$ cat config.mk
export PLATFORM = sky130hd
export DESIGN_NAME = food_manager
export DESIGN_NICKNAME = d
export VERILOG_FILES = /design/src/rtl/food_manager.sv
export SDC_FILE = /design/constraint.sdc
export NUM_CORES = 1
export LEC_CHECK = 0
export BUFFER_PORTS_ARGS = -buffer_cell sky130_fd_sc_hd__buf_2
export CAP_MARGIN = 30
export CELL_PAD_IN_SITES_DETAIL_PLACEMENT = 2
export CELL_PAD_IN_SITES_GLOBAL_PLACEMENT = 2
export CORE_MARGIN = 4
export CORE_UTILIZATION = 25
export DETAILED_ROUTE_END_ITERATION = 6
export PLACE_DENSITY = 0.76
export SYNTH_ARGS = -nofsm -noshare
export SYNTH_HDL_FRONTEND = slang
export SYNTH_SLANG_ARGS = --single-unit
export TNS_END_PERCENT = 50
$ cat constraint.sdc
create_clock -name I_clk -period 1.9 [get_ports I_clk]
set_input_delay 0.285 -clock I_clk [delete_from_list [all_inputs] [get_ports I_clk]]
set_output_delay 0.285 -clock I_clk [all_outputs]
set_load 0.005 [all_outputs]
$ cat src/rtl/food_manager.sv
// Food placement controller for the snake game: detects eating, requests new
// coordinates, clamps/snaps them to the grid and checks them against the snake body.
module food_manager #(
    parameter int GRID_LOG2 = 4,
    parameter int X_MIN     = 16,
    parameter int X_MAX     = 608,
    parameter int Y_MIN     = 16,
    parameter int Y_MAX     = 448,
    parameter int MAX_RETRY = 8
) (
    input  logic       I_clk,
    input  logic       I_rst_n,
    input  logic [9:0] I_head_x,
    input  logic [9:0] I_head_y,
    input  logic       I_head_valid,
    input  logic [9:0] I_rand_x,
    input  logic [9:0] I_rand_y,
    output logic       O_drive,
    output logic       O_query_req,
    output logic [9:0] O_query_x,
    output logic [9:0] O_query_y,
    input  logic       I_query_ack,
    input  logic       I_query_hit,
    output logic [9:0] O_food_x,
    output logic [9:0] O_food_y,
    output logic       O_food_valid,
    output logic       O_eat,
    output logic [7:0] O_score,
    output logic       O_forced
);

    localparam int RW = $clog2(MAX_RETRY + 1);
    localparam logic [RW-1:0] RETRY_LAST = RW'(MAX_RETRY - 1);
    localparam logic [9:0] GRID_MASK = ~10'((1 << GRID_LOG2) - 1);
    localparam logic [9:0] XLO = 10'(X_MIN);
    localparam logic [9:0] XHI = 10'(X_MAX);
    localparam logic [9:0] YLO = 10'(Y_MIN);
    localparam logic [9:0] YHI = 10'(Y_MAX);

    typedef enum logic [2:0] {
        IDLE  = 3'd0,
        DRIVE = 3'd1,
        WAIT1 = 3'd2,
        WAIT2 = 3'd3,
        QUERY = 3'd4
    } state_t;

    state_t        state_q;
    state_t        state_d;
    logic [RW-1:0] retry_q;
    logic          eat;
    logic          accept;
    logic          force_acc;
    logic          retry_inc;

    function automatic logic [9:0] snap(input logic [9:0] v, input logic [9:0] lo,
                                        input logic [9:0] hi);
        logic [9:0] c;
        c = v;
        if (v < lo) c = lo;
        else if (v > hi) c = hi;
        return c & GRID_MASK;
    endfunction

    // Query handshake: O_query_req stays high with a stable candidate until the
    // cycle I_query_ack is sampled high; I_query_hit is meaningful only with ack.
    always_comb begin
        state_d   = state_q;
        eat       = 1'b0;
        accept    = 1'b0;
        force_acc = 1'b0;
        retry_inc = 1'b0;
        case (state_q)
            IDLE: begin
                if (I_head_valid && O_food_valid &&
                    I_head_x == O_food_x && I_head_y == O_food_y) begin
                    eat     = 1'b1;
                    state_d = DRIVE;
                end
            end
            DRIVE: state_d = WAIT1;
            WAIT1: state_d = WAIT2;
            WAIT2: state_d = QUERY;
            QUERY: begin
                if (I_query_ack) begin
                    if (!I_query_hit) begin
                        accept = 1'b1;
                    end else if (retry_q < RETRY_LAST) begin
                        retry_inc = 1'b1;
                        state_d   = DRIVE;
                    end else begin
                        accept    = 1'b1;
                        force_acc = 1'b1;
                    end
                    if (accept) state_d = IDLE;
                end
            end
            default: state_d = IDLE;
        endcase
    end

    // Strobes are registered from the next state so they line up with it.
    always_ff @(posedge I_clk) begin
        if (!I_rst_n) begin
            state_q      <= IDLE;
            retry_q      <= '0;
            O_drive      <= 1'b0;
            O_query_req  <= 1'b0;
            O_query_x    <= 10'd0;
            O_query_y    <= 10'd0;
            O_food_x     <= 10'd336;
            O_food_y     <= 10'd320;
            O_food_valid <= 1'b1;
            O_eat        <= 1'b0;
            O_score      <= 8'd0;
            O_forced     <= 1'b0;
        end else begin
            state_q     <= state_d;
            O_eat       <= eat;
            O_drive     <= (state_d == DRIVE);
            O_query_req <= (state_d == QUERY);
            if (eat) begin
                if (O_score != 8'hFF) O_score <= O_score + 8'd1;
                O_food_valid <= 1'b0;
                retry_q      <= '0;
            end
            if (retry_inc) retry_q <= retry_q + 1'b1;
            if (state_q == WAIT2) begin
                O_query_x <= snap(I_rand_x, XLO, XHI);
                O_query_y <= snap(I_rand_y, YLO, YHI);
            end
            if (accept) begin
                O_food_x     <= O_query_x;
                O_food_y     <= O_query_y;
                O_food_valid <= 1'b1;
            end
            if (force_acc) O_forced <= 1'b1;
        end
    end

endmodule

==> flow_results.xml <==
<?xml version="1.0" encoding="UTF-8"?>
<metrics>
  <group name="worst_setup_path">
    <metric name="timing.critical_path.arrival" unit="ns">2.05</metric>
    <metric name="critPathLaunchType" unit="">flop</metric>
    <metric name="cp-end-kind" unit="">flop</metric>
    <metric name="cp_max_fo" unit="">17</metric>
    <metric name="critical_path_rt" unit="ns">2.14</metric>
    <metric name="setup.worst_path.class" unit="">reg2reg</metric>
  </group>
  <group name="synthesis">
    <metric name="synth_cell_types" unit="">41</metric>
    <metric name="yosys_warnings" unit="">0</metric>
    <metric name="ys_seq_elements" unit="">44</metric>
    <metric name="syn_area_per_cell" unit="um^2">8.261</metric>
    <metric name="syn-instance-count" unit="">249</metric>
    <metric name="synth.yosys.seq_area_share" unit="">0.4282</metric>
    <metric name="synth.cell_area" unit="um^2">2057</metric>
  </group>
  <group name="drt">
    <metric name="viasPerCell" unit="">4.708</metric>
    <metric name="detail_route.wirelength.met1" unit="um">2994</metric>
    <metric name="wl_met3" unit="um">324</metric>
    <metric name="detail_route.drc_violations" unit="">0</metric>
    <metric name="wirelength" unit="um">6832</metric>
    <metric name="route.detailed.wl_per_inst" unit="um">15.81</metric>
    <metric name="top_signal_layer_used" unit="">met4</metric>
    <metric name="route.antenna.remaining_nets" unit="">0</metric>
    <metric name="drt_iter0_markers" unit="">41</metric>
    <metric name="pre_repair_dr_iteration_count" unit="">4</metric>
    <metric name="dr_total_vias" unit="">2034</metric>
    <metric name="wl_met2" unit="um">3418</metric>
  </group>
  <group name="clocking">
    <metric name="h_tree_levels" unit="">2</metric>
    <metric name="cts.root.buffer_cell" unit="">sky130_fd_sc_hd__clkbuf_8</metric>
    <metric name="cts_hold_buf" unit="">0</metric>
    <metric name="cts-buffers-inserted" unit="">5</metric>
    <metric name="clock_sink_count" unit="">44</metric>
    <metric name="cts.clk_slew.worst_paths" unit="ns">0.09</metric>
    <metric name="clockBufferDepth" unit="">2</metric>
    <metric name="cts_tree" unit="">done</metric>
    <metric name="clk_latency" unit="ns">0.31</metric>
  </group>
  <group name="power_and_ir_drop">
    <metric name="power_density" unit="nW/um^2">674.9</metric>
    <metric name="power.leakage" unit="nW">1.145</metric>
    <metric name="ir_worst_vdd" unit="mV">0.2353</metric>
    <metric name="fin_total_pwr" unit="mW">1.789</metric>
  </group>
  <group name="grt">
    <metric name="number_of_global_route_vias_before_repair" unit="">2184</metric>
    <metric name="largest_net_degree_at_the_start_of_global_routing" unit="">26</metric>
    <metric name="globalRouteTotalUtil" unit="">0.1404</metric>
    <metric name="initial_antenna_violation_count" unit="">0</metric>
    <metric name="grt-ovfl-total" unit="">0</metric>
    <metric name="grt_first_pass_wirelength" unit="um">11070</metric>
  </group>
  <group name="floorplanning">
    <metric name="initial_utilization" unit="">0.2621</metric>
    <metric name="dieArea" unit="um^2">9743</metric>
    <metric name="io_pins" unit="">98</metric>
    <metric name="fp-row-count" unit="">32</metric>
    <metric name="die_width" unit="um">98.71</metric>
    <metric name="core-area" unit="um^2">7848</metric>
    <metric name="die_h" unit="um">98.71</metric>
  </group>
  <group name="cells_and_area">
    <metric name="most-common-layout-cells" unit="">73 x sky130_fd_sc_hd__buf_2, 44 x sky130_fd_sc_hd__dfxtp_1, 43 x sky130_fd_sc_hd__nand2_1, 24 x sky130_fd_sc_hd__a21oi_1, 17 x sky130_fd_sc_hd__nor2_1</metric>
    <metric name="seqCellArea" unit="um^2">880.8</metric>
    <metric name="drive_gt1_frac" unit="">0.2970</metric>
    <metric name="area.growth.synth_to_final" unit="%">28.83</metric>
    <metric name="fillers" unit="">954</metric>
    <metric name="finalNetCount" unit="">376</metric>
    <metric name="layout_commonest_cell" unit="">sky130_fd_sc_hd__buf_2</metric>
    <metric name="antenna-diode-count" unit="">0</metric>
    <metric name="post-route-cell-area" unit="um^2">2650</metric>
    <metric name="multiInputGateArea" unit="um^2">1079</metric>
  </group>
  <group name="worst_hold_path">
    <metric name="hold_path_class" unit="">in2reg</metric>
  </group>
  <group name="timing">
    <metric name="timing.fmax" unit="MHz">553.1</metric>
    <metric name="hold_viol" unit="">0</metric>
    <metric name="finalMaxSlewViolations" unit="">0</metric>
    <metric name="timing.final.setup_violations" unit="">0</metric>
    <metric name="unrepaired_setup_endpoints_after_global_routing" unit="">true</metric>
    <metric name="timing.final.crit_share" unit="">0.9515</metric>
    <metric name="fin_ws" unit="ns">0.09210</metric>
    <metric name="fin_skew" unit="ns">0.006137</metric>
    <metric name="finalWorstPathRequiredPeriod" unit="ns">1.808</metric>
  </group>
  <group name="placed_design">
    <metric name="gp_congestion" unit="">0.7169</metric>
    <metric name="hpwl_detailed" unit="um">5375</metric>
    <metric name="placed_cell_area" unit="um^2">2519</metric>
    <metric name="dpl_worst_slack" unit="ns">-0.02142</metric>
    <metric name="numPortBuffers" unit="">73</metric>
  </group>
  <group name="outcome">
    <metric name="run_status" unit="">completed</metric>
  </group>
  <group name="run">
    <metric name="cap_viol_max_count" unit="">0</metric>
  </group>
</metrics>
-- final timing paths --
| path | endpoint | cells after the start | start | slack (ns) |
|---|---|---|---|---|
| max reg2reg | O_score[1] | 6 | O_food_y[5] | 0.09 |
| min reg2reg | retry_q[3] | 2 | retry_q[3] | 0.47 |
| max | O_score[1] | 6 | O_food_y[5] | 0.09 |
| min | O_query_x[5] | 3 | I_rand_x[5] | 0.25 |
-- sequential cells by signal, indices dropped and copies added, names as in the netlist --
register,flops
O_food_valid,1
O_eat,1
O_food_x,6
O_query_x,6
O_score,8
O_query_y,6
O_forced,1
O_drive,1
retry_q,4
O_query_req,1
state_q,3
O_food_y,6
-- final cells by class --
| class | instances | area share |
|---|---|---|
| multi-input cells | 193 | 0.4070 |
| flip-flops and latches | 44 | 0.3324 |
| repair buffers | 83 | 0.1662 |
| well taps | 102 | 0.04816 |
| clock buffers | 5 | 0.02597 |
| clock inverters | 3 | 0.01747 |
| inverters | 2 | 0.002833 |
-- metal layers --
metal / GRT usage / up-vias
li1: - / 1008
met1: 0.1708 / 968
met2: 0.2439 / 51
met3: 0.03397 / 7
met4: 0.04412 / 0
met5: 0 / -
-- worst max-delay path: stages (launching register included) --
cell and delay, ns:
sky130_fd_sc_hd__dfxtp_1 0.34, sky130_fd_sc_hd__xor2_1 0.21, sky130_fd_sc_hd__nor4_2 0.31, sky130_fd_sc_hd__nand4_1 0.14, sky130_fd_sc_hd__buf_4 0.22, sky130_fd_sc_hd__or3b_1 0.36, sky130_fd_sc_hd__a21oi_1 0.15
-- power by group --
part           switching, mW  internal (mW)
Combinational         0.0674         0.0422
Sequential        0.00000154          0.921
Clock                  0.361          0.397
-- logic make-up after synthesis --
kind of cell / Yosys count / share of synthesized area
AOI/OAI and AO/OA: 47 / 0.1344
buffers and inverters: 27 / 0.07907
and+or+nand+nor: 115 / 0.2889
adders and majority gates: 2 / 0.01216
DFF: 44 / 0.4282
xor gates and xnor gates: 13 / 0.05535
other: 1 / 0.001823
-- per-stage QoR --
step | TNS, ns | utilization | std cells | hold WS [ns]
after detailed placement | -0.02143 | 0.3210 | 423 | 0.4588
after global routing | -0.02587 | 0.3377 | 432 | 0.2602
final | 0 | 0.3377 | 432 | 0.2460
after floorplan | 0 | - | 264 | 0.4210
after CTS | 0 | 0.3356 | 431 | 0.2388
after global placement | 0 | 0.3210 | 423 | 0.4399
-- timing repair --
action | 4_1_cts | 5_1_grt
gates resized for setup | 0 | 3
endpoints found under the setup margin | 0 | 6
setup buffers | 0 | 1
-- synthesized netlist by cell type (all sizes together) --
cell type / n / share of area
a211oi: 1 / 0.0037
a21oi: 24 / 0.058
a22oi: 2 / 0.0073
and3: 3 / 0.0091
and3b: 1 / 0.0043
and4: 2 / 0.0085
buf: 17 / 0.061
clkbuf: 8 / 0.015
clkinv: 1 / 0.0018
conb: 1 / 0.0018
dfxtp: 44 / 0.43
ha: 2 / 0.012
inv: 1 / 0.0018
nand2: 43 / 0.078
nand2b: 1 / 0.0030
nand3: 13 / 0.032
nand3b: 2 / 0.0073
nand4: 4 / 0.015
nand4b: 2 / 0.0085
nor2: 18 / 0.033
nor3: 8 / 0.019
nor4: 10 / 0.044
o211ai: 1 / 0.0037
o21a: 1 / 0.0037
o21ai: 8 / 0.019
o21bai: 1 / 0.0037
o22ai: 2 / 0.0061
o311ai: 2 / 0.0085
o31a: 1 / 0.0043
o31ai: 2 / 0.0073
o41ai: 2 / 0.0085
or2: 1 / 0.0030
or3: 4 / 0.012
or3b: 1 / 0.0043
or4: 2 / 0.0073
xnor2: 1 / 0.0043
xor2: 12 / 0.051
(Power assumes the default switching activity.)
